$ cat config.mk
export PLATFORM = sky130hd
export DESIGN_NAME = uart_tx_arbiter
export DESIGN_NICKNAME = d
export VERILOG_FILES = /design/src/rtl/uart_pkg.sv /design/src/rtl/rr_pick.sv /design/src/rtl/uart_tx_arbiter.sv
export SDC_FILE = /design/constraint.sdc
export NUM_CORES = 1
export LEC_CHECK = 0
export BUFFER_PORTS_ARGS = -buffer_cell sky130_fd_sc_hd__clkbuf_2
export CAP_MARGIN = 40
export CELL_PAD_IN_SITES_DETAIL_PLACEMENT = 1
export CELL_PAD_IN_SITES_GLOBAL_PLACEMENT = 1
export CORE_ASPECT_RATIO = 0.8
export CORE_MARGIN = 10
export CORE_UTILIZATION = 34
export CTS_CLUSTER_SIZE = 30
export DETAILED_ROUTE_END_ITERATION = 10
export GPL_ROUTABILITY_DRIVEN = 1
export HOLD_SLACK_MARGIN = 0.06
export PLACE_DENSITY_LB_ADDON = 0.1
export SLEW_MARGIN = 5
export SYNTH_ARGS = -nofsm -noshare
export SYNTH_HDL_FRONTEND = slang
export SYNTH_SLANG_ARGS = --single-unit
$ cat constraint.sdc
create_clock -name clk -period 2.2 [get_ports clk]
set_input_delay 0.11 -clock clk [delete_from_list [all_inputs] [get_ports clk]]
set_output_delay 0.11 -clock clk [all_outputs]
set_load 0.02 [all_outputs]
$ cat src/rtl/uart_pkg.sv
// Shared types for the UART transmit arbiter: FSM state encoding and the
// response byte codes used by requesters.
package uart_pkg;

    typedef enum logic [2:0] {
        ST_IDLE,
        ST_LAUNCH,
        ST_WAIT_BUSY,
        ST_SENDING,
        ST_GAP
    } arb_state_e;

    localparam logic [7:0] RSP_AA = 8'hAA;
    localparam logic [7:0] RSP_CC = 8'hCC;
    localparam logic [7:0] RSP_BC = 8'hBC;
    localparam logic [7:0] RSP_11 = 8'h11;

endpackage

$ cat src/rtl/rr_pick.sv
// Combinational round-robin picker: first set req bit searching upward from
// last+1, wrapping modulo NUM_REQ.
module rr_pick #(
    parameter int NUM_REQ = 3
) (
    input  logic [NUM_REQ-1:0]         req,
    input  logic [$clog2(NUM_REQ)-1:0] last,
    output logic                       valid,
    output logic [$clog2(NUM_REQ)-1:0] winner
);
    localparam int IDW = $clog2(NUM_REQ);

    logic [IDW-1:0] idx;

    always_comb begin
        valid  = 1'b0;
        winner = '0;
        idx    = '0;
        for (int k = 1; k <= NUM_REQ; k++) begin
            idx = IDW'((int'(last) + k) % NUM_REQ);
            if (!valid && req[idx]) begin
                valid  = 1'b1;
                winner = idx;
            end
        end
    end

endmodule

$ cat src/rtl/uart_tx_arbiter.sv
// Shares one UART transmitter between NUM_REQ byte requesters: round-robin
// grant, one-shot launch, busy handshake with timeout, and an idle gap per byte.
module uart_tx_arbiter
    import uart_pkg::*;
#(
    parameter int NUM_REQ       = 3,
    parameter int GAP_CYCLES    = 16,
    parameter int START_TIMEOUT = 8
) (
    input  logic                       clk,
    input  logic                       rst,
    input  logic [NUM_REQ-1:0]         req,
    input  logic [8*NUM_REQ-1:0]       req_data,
    output logic                       tx_start,
    output logic [7:0]                 tx_data,
    input  logic                       tx_busy,
    output logic [NUM_REQ-1:0]         done,
    output logic [NUM_REQ-1:0]         err,
    output logic [$clog2(NUM_REQ)-1:0] gnt_id,
    output logic                       idle
);
    localparam int IDW   = $clog2(NUM_REQ);
    localparam int TMO_W = $clog2(START_TIMEOUT + 1);
    localparam int GAP_W = $clog2(GAP_CYCLES + 1);

    arb_state_e                  state_q, state_d;
    logic [7:0]                  tx_data_q, tx_data_d;
    logic [IDW-1:0]              gnt_id_q, gnt_id_d;
    logic [IDW-1:0]              last_q, last_d;
    logic [TMO_W-1:0]            tmo_q, tmo_d;
    logic [GAP_W-1:0]            gap_q, gap_d;
    logic [NUM_REQ-1:0]          done_q, done_d;
    logic [NUM_REQ-1:0]          err_q, err_d;
    logic                        busy_q;

    logic                        pick_valid;
    logic [IDW-1:0]              pick_winner;
    logic [NUM_REQ-1:0][7:0]     req_bytes;
    logic [NUM_REQ-1:0]          gnt_oh;

    assign req_bytes = req_data;
    assign gnt_oh    = NUM_REQ'(1) << gnt_id_q;

    rr_pick #(.NUM_REQ(NUM_REQ)) u_pick (
        .req    (req),
        .last   (last_q),
        .valid  (pick_valid),
        .winner (pick_winner)
    );

    always_ff @(posedge clk) begin
        if (rst) begin
            state_q   <= ST_IDLE;
            tx_data_q <= 8'h00;
            gnt_id_q  <= '0;
            last_q    <= IDW'(NUM_REQ - 1);
            tmo_q     <= '0;
            gap_q     <= '0;
            done_q    <= '0;
            err_q     <= '0;
            busy_q    <= 1'b0;
        end else begin
            state_q   <= state_d;
            tx_data_q <= tx_data_d;
            gnt_id_q  <= gnt_id_d;
            last_q    <= last_d;
            tmo_q     <= tmo_d;
            gap_q     <= gap_d;
            done_q    <= done_d;
            err_q     <= err_d;
            busy_q    <= tx_busy;
        end
    end

    always_comb begin
        state_d   = state_q;
        tx_data_d = tx_data_q;
        gnt_id_d  = gnt_id_q;
        last_d    = last_q;
        tmo_d     = tmo_q;
        gap_d     = gap_q;
        done_d    = '0;
        err_d     = '0;
        unique case (state_q)
            ST_IDLE: begin
                // A busy transmitter with no grant of ours belongs to someone else.
                if (pick_valid && !tx_busy) begin
                    state_d   = ST_LAUNCH;
                    tx_data_d = req_bytes[pick_winner];
                    gnt_id_d  = pick_winner;
                    last_d    = pick_winner;
                end
            end
            ST_LAUNCH: begin
                state_d = ST_WAIT_BUSY;
                tmo_d   = TMO_W'(1);
            end
            ST_WAIT_BUSY: begin
                // tmo_q counts clocks since tx_start, so err lands START_TIMEOUT after it.
                if (tx_busy) begin
                    state_d = ST_SENDING;
                end else if (tmo_q >= TMO_W'(START_TIMEOUT - 1)) begin
                    err_d   = gnt_oh;
                    state_d = ST_GAP;
                    gap_d   = '0;
                end else begin
                    tmo_d = tmo_q + TMO_W'(1);
                end
            end
            ST_SENDING: begin
                if (busy_q && !tx_busy) begin
                    done_d  = gnt_oh;
                    state_d = ST_GAP;
                    gap_d   = '0;
                end
            end
            ST_GAP: begin
                if (gap_q == GAP_W'(GAP_CYCLES - 1)) begin
                    state_d = ST_IDLE;
                    gap_d   = '0;
                end else begin
                    gap_d = gap_q + GAP_W'(1);
                end
            end
            default: state_d = ST_IDLE;
        endcase
    end

    always_comb begin
        tx_start = (state_q == ST_LAUNCH);
        idle     = (state_q == ST_IDLE);
        tx_data  = tx_data_q;
        gnt_id   = gnt_id_q;
        done     = done_q;
        err      = err_q;
    end

endmodule

==> flow_summary.ini, run 1 <==
[worst_setup_path]
critPathLaunchType = flop
path_cells = inv_2 -> ha_1 -> or2b_1 -> a22oi_2 -> a211o_1 -> buf_4 -> mux2_2 -> a21o_1 -> o211ai_2
critPathCaptureType = flop
worstPathRequired_ns = 2.41
endpoint = tx_data[6]$_SDFFE_PP0P_
reg2reg_depth = 9
path_buf_inv = 2
cp_top_family = compound AO/OA/AOI/OAI gates
cp_max_fo = 4
reg2reg_from = gnt_id[0]$_SDFFE_PP0P_
cpPeakStageDelay_ns = 0.35
cp.arrival_ns = 2.33
ff2ff_setup_slack_ns = 0.07
crit_cells = 9
cpMaxStageDelayCell = dfxtp_2
rr_endpoint = tx_data[6]$_SDFFE_PP0P_
startpoint = gnt_id[0]$_SDFFE_PP0P_
path_class = reg -> reg

[floorplanning]
start_util = 0.360
fp.dieH_um = 83.0
die_area_um2 = 8190
die_x_um = 98.7
io_pins = 48
coreArea_um2 = 4680
core.rowCount = 22

[placement]
dpl.hpwl_um = 3750
place_congestion = 0.756
port-buffer-count = 47

[global_route]
grt_use_met1 = 0.163
grt_first_pass_wirelength_um = 7860
grt_max_degree = 21
grtUsageTotal = 0.113
met3_usage = 0.0389
grt_pass1_vias = 1568
gr-total-overflow = 0
grt_use_met2 = 0.150
busiest_layer = met1
antenna_found_initial = 0

[route]
route.detailed.drc = 0
postRouteAntennaNets = 0
firstDrtPassIters = 4
vias = 1589
totalWireLength_um = 4730
drtIter0Drc = 57
drt-wirelength-per-cell_um = 15.0
vias_per_cell = 5.03

[logic_synthesis]
synth_nets = 234
synth_edf_count = 0
synthCells = 198
ys_async_sr_fraction = 0
synthesis.area_um2 = 1690
ys_warn_count = 0
ys_types = 48
ys_ff_latch = 30
seq_area_frac_synth = 0.356
synth_area_per_cell_um2 = 8.51
synth_ff_type = dfxtp_1

[pwr]
total_power_mw = 2.08
p_per_area_nw_per_um2 = 950
switching_share = 0.369
power_frac_seq = 0.317
clkPwrFrac = 0.225
comb_power_share = 0.458
p_sw_uw = 768
p_int_mw = 1.32
irDropWorstVdd_mv = 0.416
total_leakage_power_nw = 0.966

[timing]
clock_skew_ns = 0.00536
rsz0062_at_grt = yes
worst_pin_slew_ns = 0.428
drv_slew = 0
fmax_ghz = 0.471
setup-tns-final_ns = 0
period_share = 0.966
setup_viol = 0
min_period_ns = 2.13
whs_ns = 0.0959
timing.slew.headroom = 0.715
hold_viol_final = 0

[clocking]
cts_max_path_buffers = 2
htree_levels = 2
cts.sinks = 30
cts_tree = built
ctsHoldBuffers = 0
cts_made_buffers = 5
worstSkewPairLatency_ns = 0.28
root_buffer = clkbuf_8
path_clk_slew_ns = 0.07

[final_layout]
fillers = 596
register_area_um2 = 603
diodes = 0
drive_gt1_frac = 0.355
multi_input_area_um2 = 1010
nets = 291
synthToLayoutAreaGrowth_pct = 30.1

[flow_run]
cap_violations = 0

[run_status]
run_status = complete, no violations

[min_path]
hold_start = req_data[22]
holdPathStages = 3
min_path_type = in -> reg
sequential cells by signal, summed over array words and instances, names as in the netlist:
register and count:
tx_data 8, last_q 1, err 3, busy_q 1
gnt_id 2, tmo_q 4, done 3, gap_q 5
state_q 3
cells in the mapped netlist (all sizes together), types with 3 or more instances:
cell    count  area share
a211oi      4       0.018
a21oi      16       0.056
buf         8       0.031
clkbuf      3      0.0067
dfxtp      30        0.36
ha          6       0.045
inv        15       0.033
mux2i      11       0.068
nand2      20       0.045
nand2b      9       0.038
nor2       19       0.042
nor2b       3       0.011
nor3        8       0.024
nor3b       3       0.013
o21ai       6       0.018
o221ai      7       0.036
placed cells by master, fill, tap and decap left out, types with 3 or more instances in the layout:
cell type  count
dfxtp_1       28
nor2_1        19
o221ai_1       7
nor3_1         8
inv_1         14
ha_1           4
clkbuf_2      47
nor2b_1        3
buf_4         13
nand2b_1       7
clkbuf_8       6
nor3b_1        3
a21oi_1       14
a211oi_1       3
nand2_1       19
o21ai_0        6
mux2i_1        9
how the worst min path moves through the flow:
| stage | to | slack, ns |
|---|---|---|
| finish | tx_data[6]$_SDFFE_PP0P_ | 0.1 |
| global placement | tx_data[6]$_SDFFE_PP0P_ | 0.39 |
| global route | tx_data[6]$_SDFFE_PP0P_ | 0.10 |
| detailed placement | tx_data[6]$_SDFFE_PP0P_ | 0.39 |
| floorplan | busy_q$_SDFF_PP0_ | 0.24 |
| CTS | tx_data[6]$_SDFFE_PP0P_ | 0.09 |
worst register-to-register path, cell delays in order, from the launching register on:
cell and delay, ns:
dfxtp_2 0.35, inv_2 0.06, ha_1 0.23, or2b_1 0.25
a22oi_2 0.27, a211o_1 0.21, buf_4 0.13, mux2_2 0.31
a21o_1 0.17, o211ai_2 0.06
timing repair:
| item | 4_1_cts | 5_1_grt |
|---|---|---|
| setup buffers | 0 | 2 |
| gates resized for setup | 1 | 8 |
| setup endpoints to repair | 7 | 9 |
| cloned | 0 | 0 |
| pin swaps | 0 | 3 |
stage by stage:
step,utilization,setup WS (ns),area (um^2),std cells
after detailed placement,0.438,-0.000894,2050,306
after global placement,0.438,-0.0423,2050,306
final,0.469,0.0748,2190,316
after floorplan,-,0.0231,1700,198
after CTS,0.459,0.0480,2150,314
after global routing,0.469,-0.0234,2190,316
power groups by stage:
| stage | clock (mW) | sequential, mW | combinational [mW] |
|---|---|---|---|
| 6_report | 0.469 | 0.659 | 0.955 |
| 5_1_grt | 0.515 | 0.669 | 1.05 |
| 4_1_cts | 0.487 | 0.657 | 0.903 |
| 3_5_place_dp | 0 | 0.670 | 0.899 |
| 3_3_place_gp | 0 | 0.668 | 0.899 |
| 2_1_floorplan | 0 | 0.699 | 0.574 |
final cells by class:
class / instances / area share
Clock buffer: 6 / 0.0376
Clock inverter: 2 / 0.00570
Inverter: 15 / 0.0257
Multi-Input combinational cell: 142 / 0.461
Sequential cell: 30 / 0.275
Tap cell: 60 / 0.0342
Timing Repair Buffer: 61 / 0.161
kinds of logic after synthesis:
| kind of cell | count (synthesis) | share of synthesized area |
|---|---|---|
| and+or+nand+nor | 72 | 0.212 |
| AOI/OAI and AO/OA | 52 | 0.241 |
| DFF | 30 | 0.356 |
| muxes | 12 | 0.0742 |
| buffers and inverters | 26 | 0.0713 |
| adders and majority gates | 6 | 0.0445 |
layer usage:
layer | part of all wire | vias to the layer above
li1 | - | 822
met1 | 0.54 | 729
met2 | 0.40 | 34
met3 | 0.051 | 4
met4 | 0.0080 | 0
met5 | 0 | -
Note: power is estimated with default switching activity, not from simulation.
==> inputs of run 2 (changes only) <==
--- a/config.mk
+++ b/config.mk
@@ -15,6 +15,7 @@
 export CTS_CLUSTER_SIZE = 30
 export DETAILED_ROUTE_END_ITERATION = 10
 export GPL_ROUTABILITY_DRIVEN = 1
+export GPL_TIMING_DRIVEN = 0
 export HOLD_SLACK_MARGIN = 0.06
 export PLACE_DENSITY_LB_ADDON = 0.1
 export SLEW_MARGIN = 5
==> constraint.sdc (replaced) <==
create_clock -name clk -period 1.9 [get_ports clk]
set_input_delay 0.095 -clock clk [delete_from_list [all_inputs] [get_ports clk]]
set_output_delay 0.095 -clock clk [all_outputs]
set_load 0.02 [all_outputs]
==> run 2 against run 1 <==
The flow now finishes with violations (setup timing). Design area rose by 10%. Utilization rose by 4.9 points. Clock-buffer cell count did not move. Critical path depth rose by 1. Global-route usage rose by 1.7 points. Combinational power rose by 46%. Highest routed layer unchanged.
==> flow_summary.ini, run 2 (synthesis results as in run 1) <==
[worst_setup_path]
reg2reg_from = gnt_id[0]$_SDFFE_PP0P_
critPathLaunchType = flop
path_class = reg -> reg
cp.arrival_ns = 2.36
rr_endpoint = tx_data[7]$_SDFFE_PP0P_
worstPathRequired_ns = 2.06
reg2reg_depth = 10
cp_max_fo = 7
critPathCaptureType = flop
ff2ff_setup_slack_ns = -0.30

[clocking]
cts.sinks = 30
htree_levels = 2
cts_tree = built
cts_max_path_buffers = 2
path_clk_slew_ns = 0.06
cts_made_buffers = 5
worstSkewPairLatency_ns = 0.29
root_buffer = clkbuf_8

[timing]
period_share = 1.16
fmax_ghz = 0.455
clock_skew_ns = 0.00218
drv_slew = 0
hold_viol_final = 0
rsz0062_at_grt = yes
whs_ns = 0.0730
timing.slew.headroom = 0.631
setup_slack_ns = -0.298
min_period_ns = 2.20
setup_viol = 11
setup-tns-final_ns = -2.58
worst_pin_slew_ns = 0.549

[global_route]
grt_max_degree = 11
grt_first_pass_wirelength_um = 8920
gr-total-overflow = 0
antenna_found_initial = 0
grtUsageTotal = 0.129
grt_pass1_vias = 1771

[final_layout]
final_common_cell = clkbuf_2
final_cell_mix = clkbuf_2 (48), dfxtp_1 (28), buf_4 (20)
post-route-util = 0.518
nets = 307
final_area_um2 = 2420
synthToLayoutAreaGrowth_pct = 43.8
drive_gt1_frac = 0.438
diodes = 0
fillers = 577
register_area_um2 = 608
final_cells = 332
largest_reg_flops = 8
multi_input_area_um2 = 1120

[floorplanning]
coreArea_um2 = 4680
die_x_um = 98.7
io_pins = 48
fp.dieH_um = 83.0
core.rowCount = 22
die_area_um2 = 8190
start_util = 0.360

[pwr]
total_leakage_power_nw = 1.05
irDropWorstVdd_mv = 0.508
p_per_area_nw_per_um2 = 1110
total_power_mw = 2.70

[route]
postRouteAntennaNets = 0
vias = 1689
drt-wirelength-per-cell_um = 16.5
route.detailed.drc = 0
totalWireLength_um = 5470
drtIter0Drc = 85
vias_per_cell = 5.09
firstDrtPassIters = 4

[min_path]
min_to = tx_data[6]$_SDFFE_PP0P_
holdPathStages = 3
min_path_type = in -> reg
hold_start = req_data[22]

[placement]
dpl.cell_count = 305
port-buffer-count = 47
place_congestion = 0.777
dpl.hpwl_um = 3790
dpl-instance-area_um2 = 2030
dp_slack_ns = -0.425

[run_status]
run_status = finished, violations left
violations = setup timing

[flow_run]
cap_violations = 0
==> run 2: changes by cell type in the layout (fill, tap and decap cells not counted), moves of 3 or more <==
cell	previous run	this run
buf_4	13	20
buf_6	0	3
mux2i_1	9	6
o21ai_0	6	3
==> run 2: how the worst max path moves through the flow <==
stage,start,to,slack [ns],cells after the start
after floorplan,gnt_id[0]$_SDFFE_PP0P_,tx_data[0]$_SDFFE_PP0P_,-0.20,9
after global placement,gnt_id[0]$_SDFFE_PP0P_,tx_data[0]$_SDFFE_PP0P_,-0.45,9
after detailed placement,gnt_id[0]$_SDFFE_PP0P_,tx_data[0]$_SDFFE_PP0P_,-0.43,9
after CTS,gnt_id[0]$_SDFFE_PP0P_,tx_data[1]$_SDFFE_PP0P_,-0.25,10
after global routing,gnt_id[0]$_SDFFE_PP0P_,tx_data[7]$_SDFFE_PP0P_,-0.37,10
final,gnt_id[0]$_SDFFE_PP0P_,tx_data[7]$_SDFFE_PP0P_,-0.30,10
==> run 2: per-layer routing <==
| metal | up-vias | part of all wire | GRT usage | routed length [um] |
|---|---|---|---|---|
| met1 | 795 | 0.47 | 0.166 | 2590 |
| li1 | 852 | - | - | - |
| met4 | 0 | 0.010 | 0.0349 | 57 |
| met3 | 5 | 0.046 | 0.0422 | 252 |
| met5 | - | 0 | 0 | 0 |
| met2 | 37 | 0.47 | 0.202 | 2560 |
==> run 2: what timing repair did <==
| action | CTS | global route |
|---|---|---|
| pin swaps | 10 | 12 |
| setup buffers | 18 | 4 |
| hold buffers | 0 | 0 |
| resized for setup | 20 | 17 |
| setup endpoints to repair | 15 | 16 |
==> run 2: report_power, final <==
part | internal, mW | leakage (nW) | switching [mW] | total (mW)
logic | 0.693 | 0.757 | 0.699 | 1.39
registers | 0.703 | 0.245 | 0.0614 | 0.764
clock network | 0.291 | 0.0515 | 0.251 | 0.543
total | 1.69 | 1.05 | 1.01 | 2.70
==> run 2: cell type report <==
cell class | count | area share
Inverter | 15 | 0.0243
Tap cell | 60 | 0.0310
Clock buffer | 6 | 0.0341
Sequential cell | 30 | 0.251
Timing Repair Buffer | 68 | 0.169
Buffer | 9 | 0.0243
Clock inverter | 2 | 0.00465
Multi-Input combinational cell | 142 | 0.462
==> run 2: critical path: stages, from the launching register on <==
cell	delay, ns
dfxtp_4	0.38
inv_4	0.06
ha_4	0.25
buf_6	0.14
nand2b_4	0.14
o21a_1	0.18
a211o_1	0.28
a21oi_4	0.16
buf_12	0.14
mux2i_2	0.22
o221ai_1	0.12
==> inputs of run 3 (changes only) <==
--- a/config.mk
+++ b/config.mk
@@ -17,7 +17,9 @@
 export GPL_ROUTABILITY_DRIVEN = 1
 export GPL_TIMING_DRIVEN = 0
 export HOLD_SLACK_MARGIN = 0.06
+export MAX_ROUTING_LAYER = met4
 export PLACE_DENSITY_LB_ADDON = 0.1
+export SKIP_CTS_REPAIR_TIMING = 1
 export SLEW_MARGIN = 5
 export SYNTH_ARGS = -nofsm -noshare
 export SYNTH_HDL_FRONTEND = slang
==> run 3 against run 2 <==
The run still ends with setup timing left. Critical path depth is the same. Cell count fell by 3.3%. First-iteration DRC count down 21%. Combinational power is 13% lower. Global-route usage down 0.99 points. Sequential share of layout area grew 1.3 points. Non-clock buffer count down 11. Clock skew is 0.0024 ns higher. Power fell by 6.8%. Sequential power about the same. Critical path type unchanged. Largest cell class unchanged.
==> flow_summary.ini, run 3 (synthesis results as in run 1) <==
[worst_setup_path]
critPathLaunchType = flop
cp.arrival_ns = 2.36
worstPathRequired_ns = 2.06
path_class = reg -> reg
ff2ff_setup_slack_ns = -0.30
rr_endpoint = tx_data[7]$_SDFFE_PP0P_
critPathCaptureType = flop
reg2reg_from = gnt_id[0]$_SDFFE_PP0P_
cp_max_fo = 9
reg2reg_depth = 10

[final_layout]
nets = 296
drive_gt1_frac = 0.387
final_area_um2 = 2300
largest_reg_flops = 8
diodes = 0
fillers = 579
post-route-util = 0.492
final_common_cell = clkbuf_2
final_cell_mix = clkbuf_2 (48), dfxtp_1 (28), nor2_1 (19), nand2_1 (19), a21oi_1 (14)
synthToLayoutAreaGrowth_pct = 36.6

[timing]
min_period_ns = 2.20
rsz0062_at_grt = yes
drv_slew = 0
setup_slack_ns = -0.295
clock_skew_ns = 0.00458
setup_viol = 11
timing.slew.headroom = 0.631
period_share = 1.16
hold_viol_final = 0
fmax_ghz = 0.456
worst_pin_slew_ns = 0.549

[pwr]
irDropWorstVdd_mv = 0.415
total_leakage_power_nw = 0.997
p_per_area_nw_per_um2 = 1090

[placement]
place_congestion = 0.787
port-buffer-count = 47
dp_slack_ns = -0.425
dpl.hpwl_um = 3790
dpl-instance-area_um2 = 2030

[flow_run]
cap_violations = 0

[global_route]
grt_first_pass_wirelength_um = 8020
grtUsageTotal = 0.120
grt_max_degree = 11
grt_pass1_vias = 1599
gr-total-overflow = 0
antenna_found_initial = 0

[route]
route.detailed.drc = 0
postRouteAntennaNets = 0
totalWireLength_um = 4940
vias = 1611
firstDrtPassIters = 4
drt-wirelength-per-cell_um = 15.4
vias_per_cell = 5.02
drtIter0Drc = 67

[min_path]
holdPathStages = 3
min_to = tx_data[6]$_SDFFE_PP0P_
hold_start = req_data[22]
min_path_type = in -> reg

[floorplanning]
die_x_um = 98.7
io_pins = 48
core.rowCount = 22
coreArea_um2 = 4680
start_util = 0.360
die_area_um2 = 8190
fp.dieH_um = 83.0

[clocking]
root_buffer = clkbuf_8
worstSkewPairLatency_ns = 0.29
cts_made_buffers = 5
path_clk_slew_ns = 0.07
cts_max_path_buffers = 2
cts.sinks = 30
htree_levels = 2
cts_tree = built

[run_status]
violations = setup timing
run_status = finished, violations left
[run 3: changes by cell type in the layout (fill, tap and decap cells not counted), sizes merged]
cell    change
clkbuf      -1
buf        -10
[run 3: cell type report]
type	instances	area [um^2]	area share
timing repair buffer	56	315	0.137
sequential	30	608	0.264
multi-input combinational	142	1070	0.467
inverter	15	61.3	0.0266
tap	60	75.1	0.0326
buffer	10	73.8	0.0321
clock inverter	2	11.3	0.00489
clock buffer	6	82.6	0.0359
[run 3: where the power goes]
part           leakage, nW  switching [mW]  internal, mW
logic                0.700           0.617         0.592
registers            0.245          0.0604         0.703
clock network       0.0515           0.251         0.291
[run 3: metal layers]
layer | up-vias | track usage | share of wire
met3 | 5 | 0.0422 | 0.045
met1 | 745 | 0.159 | 0.50
met2 | 30 | 0.165 | 0.44
li1 | 831 | - | -
met5 | - | - | 0
met4 | 0 | 0.0349 | 0.011
[run 3: stage by stage]
step | hold WS (ns) | total power, mW | std cells | TNS [ns]
global placement | 0.369 | 1.74 | 305 | -3.56
CTS | 0.0662 | 2.30 | 313 | -3.83
finish | 0.0763 | 2.52 | 321 | -2.25
global route | 0.0842 | 2.69 | 321 | -3.23
detailed placement | 0.369 | 1.74 | 305 | -3.63
floorplan | 0.223 | 1.50 | 198 | -1.50
[run 3: how the worst max path moves through the flow]
| stage | startpoint | endpoint | cells after the start |
|---|---|---|---|
| final | gnt_id[0]$_SDFFE_PP0P_ | tx_data[7]$_SDFFE_PP0P_ | 10 |
| after global routing | gnt_id[0]$_SDFFE_PP0P_ | tx_data[7]$_SDFFE_PP0P_ | 10 |
| after CTS | gnt_id[0]$_SDFFE_PP0P_ | tx_data[0]$_SDFFE_PP0P_ | 9 |
| after floorplan | gnt_id[0]$_SDFFE_PP0P_ | tx_data[0]$_SDFFE_PP0P_ | 9 |
| after detailed placement | gnt_id[0]$_SDFFE_PP0P_ | tx_data[0]$_SDFFE_PP0P_ | 9 |
| after global placement | gnt_id[0]$_SDFFE_PP0P_ | tx_data[0]$_SDFFE_PP0P_ | 9 |
[run 3: critical path, stage by stage (launching register included)]
cell      delay (ns)
dfxtp_4         0.38
inv_6           0.05
ha_4            0.25
buf_8           0.15
nand2b_4        0.14
o21a_1          0.18
a211o_1         0.28
a21oi_4         0.16
buf_12          0.14
mux2i_2         0.22
o221ai_1        0.12
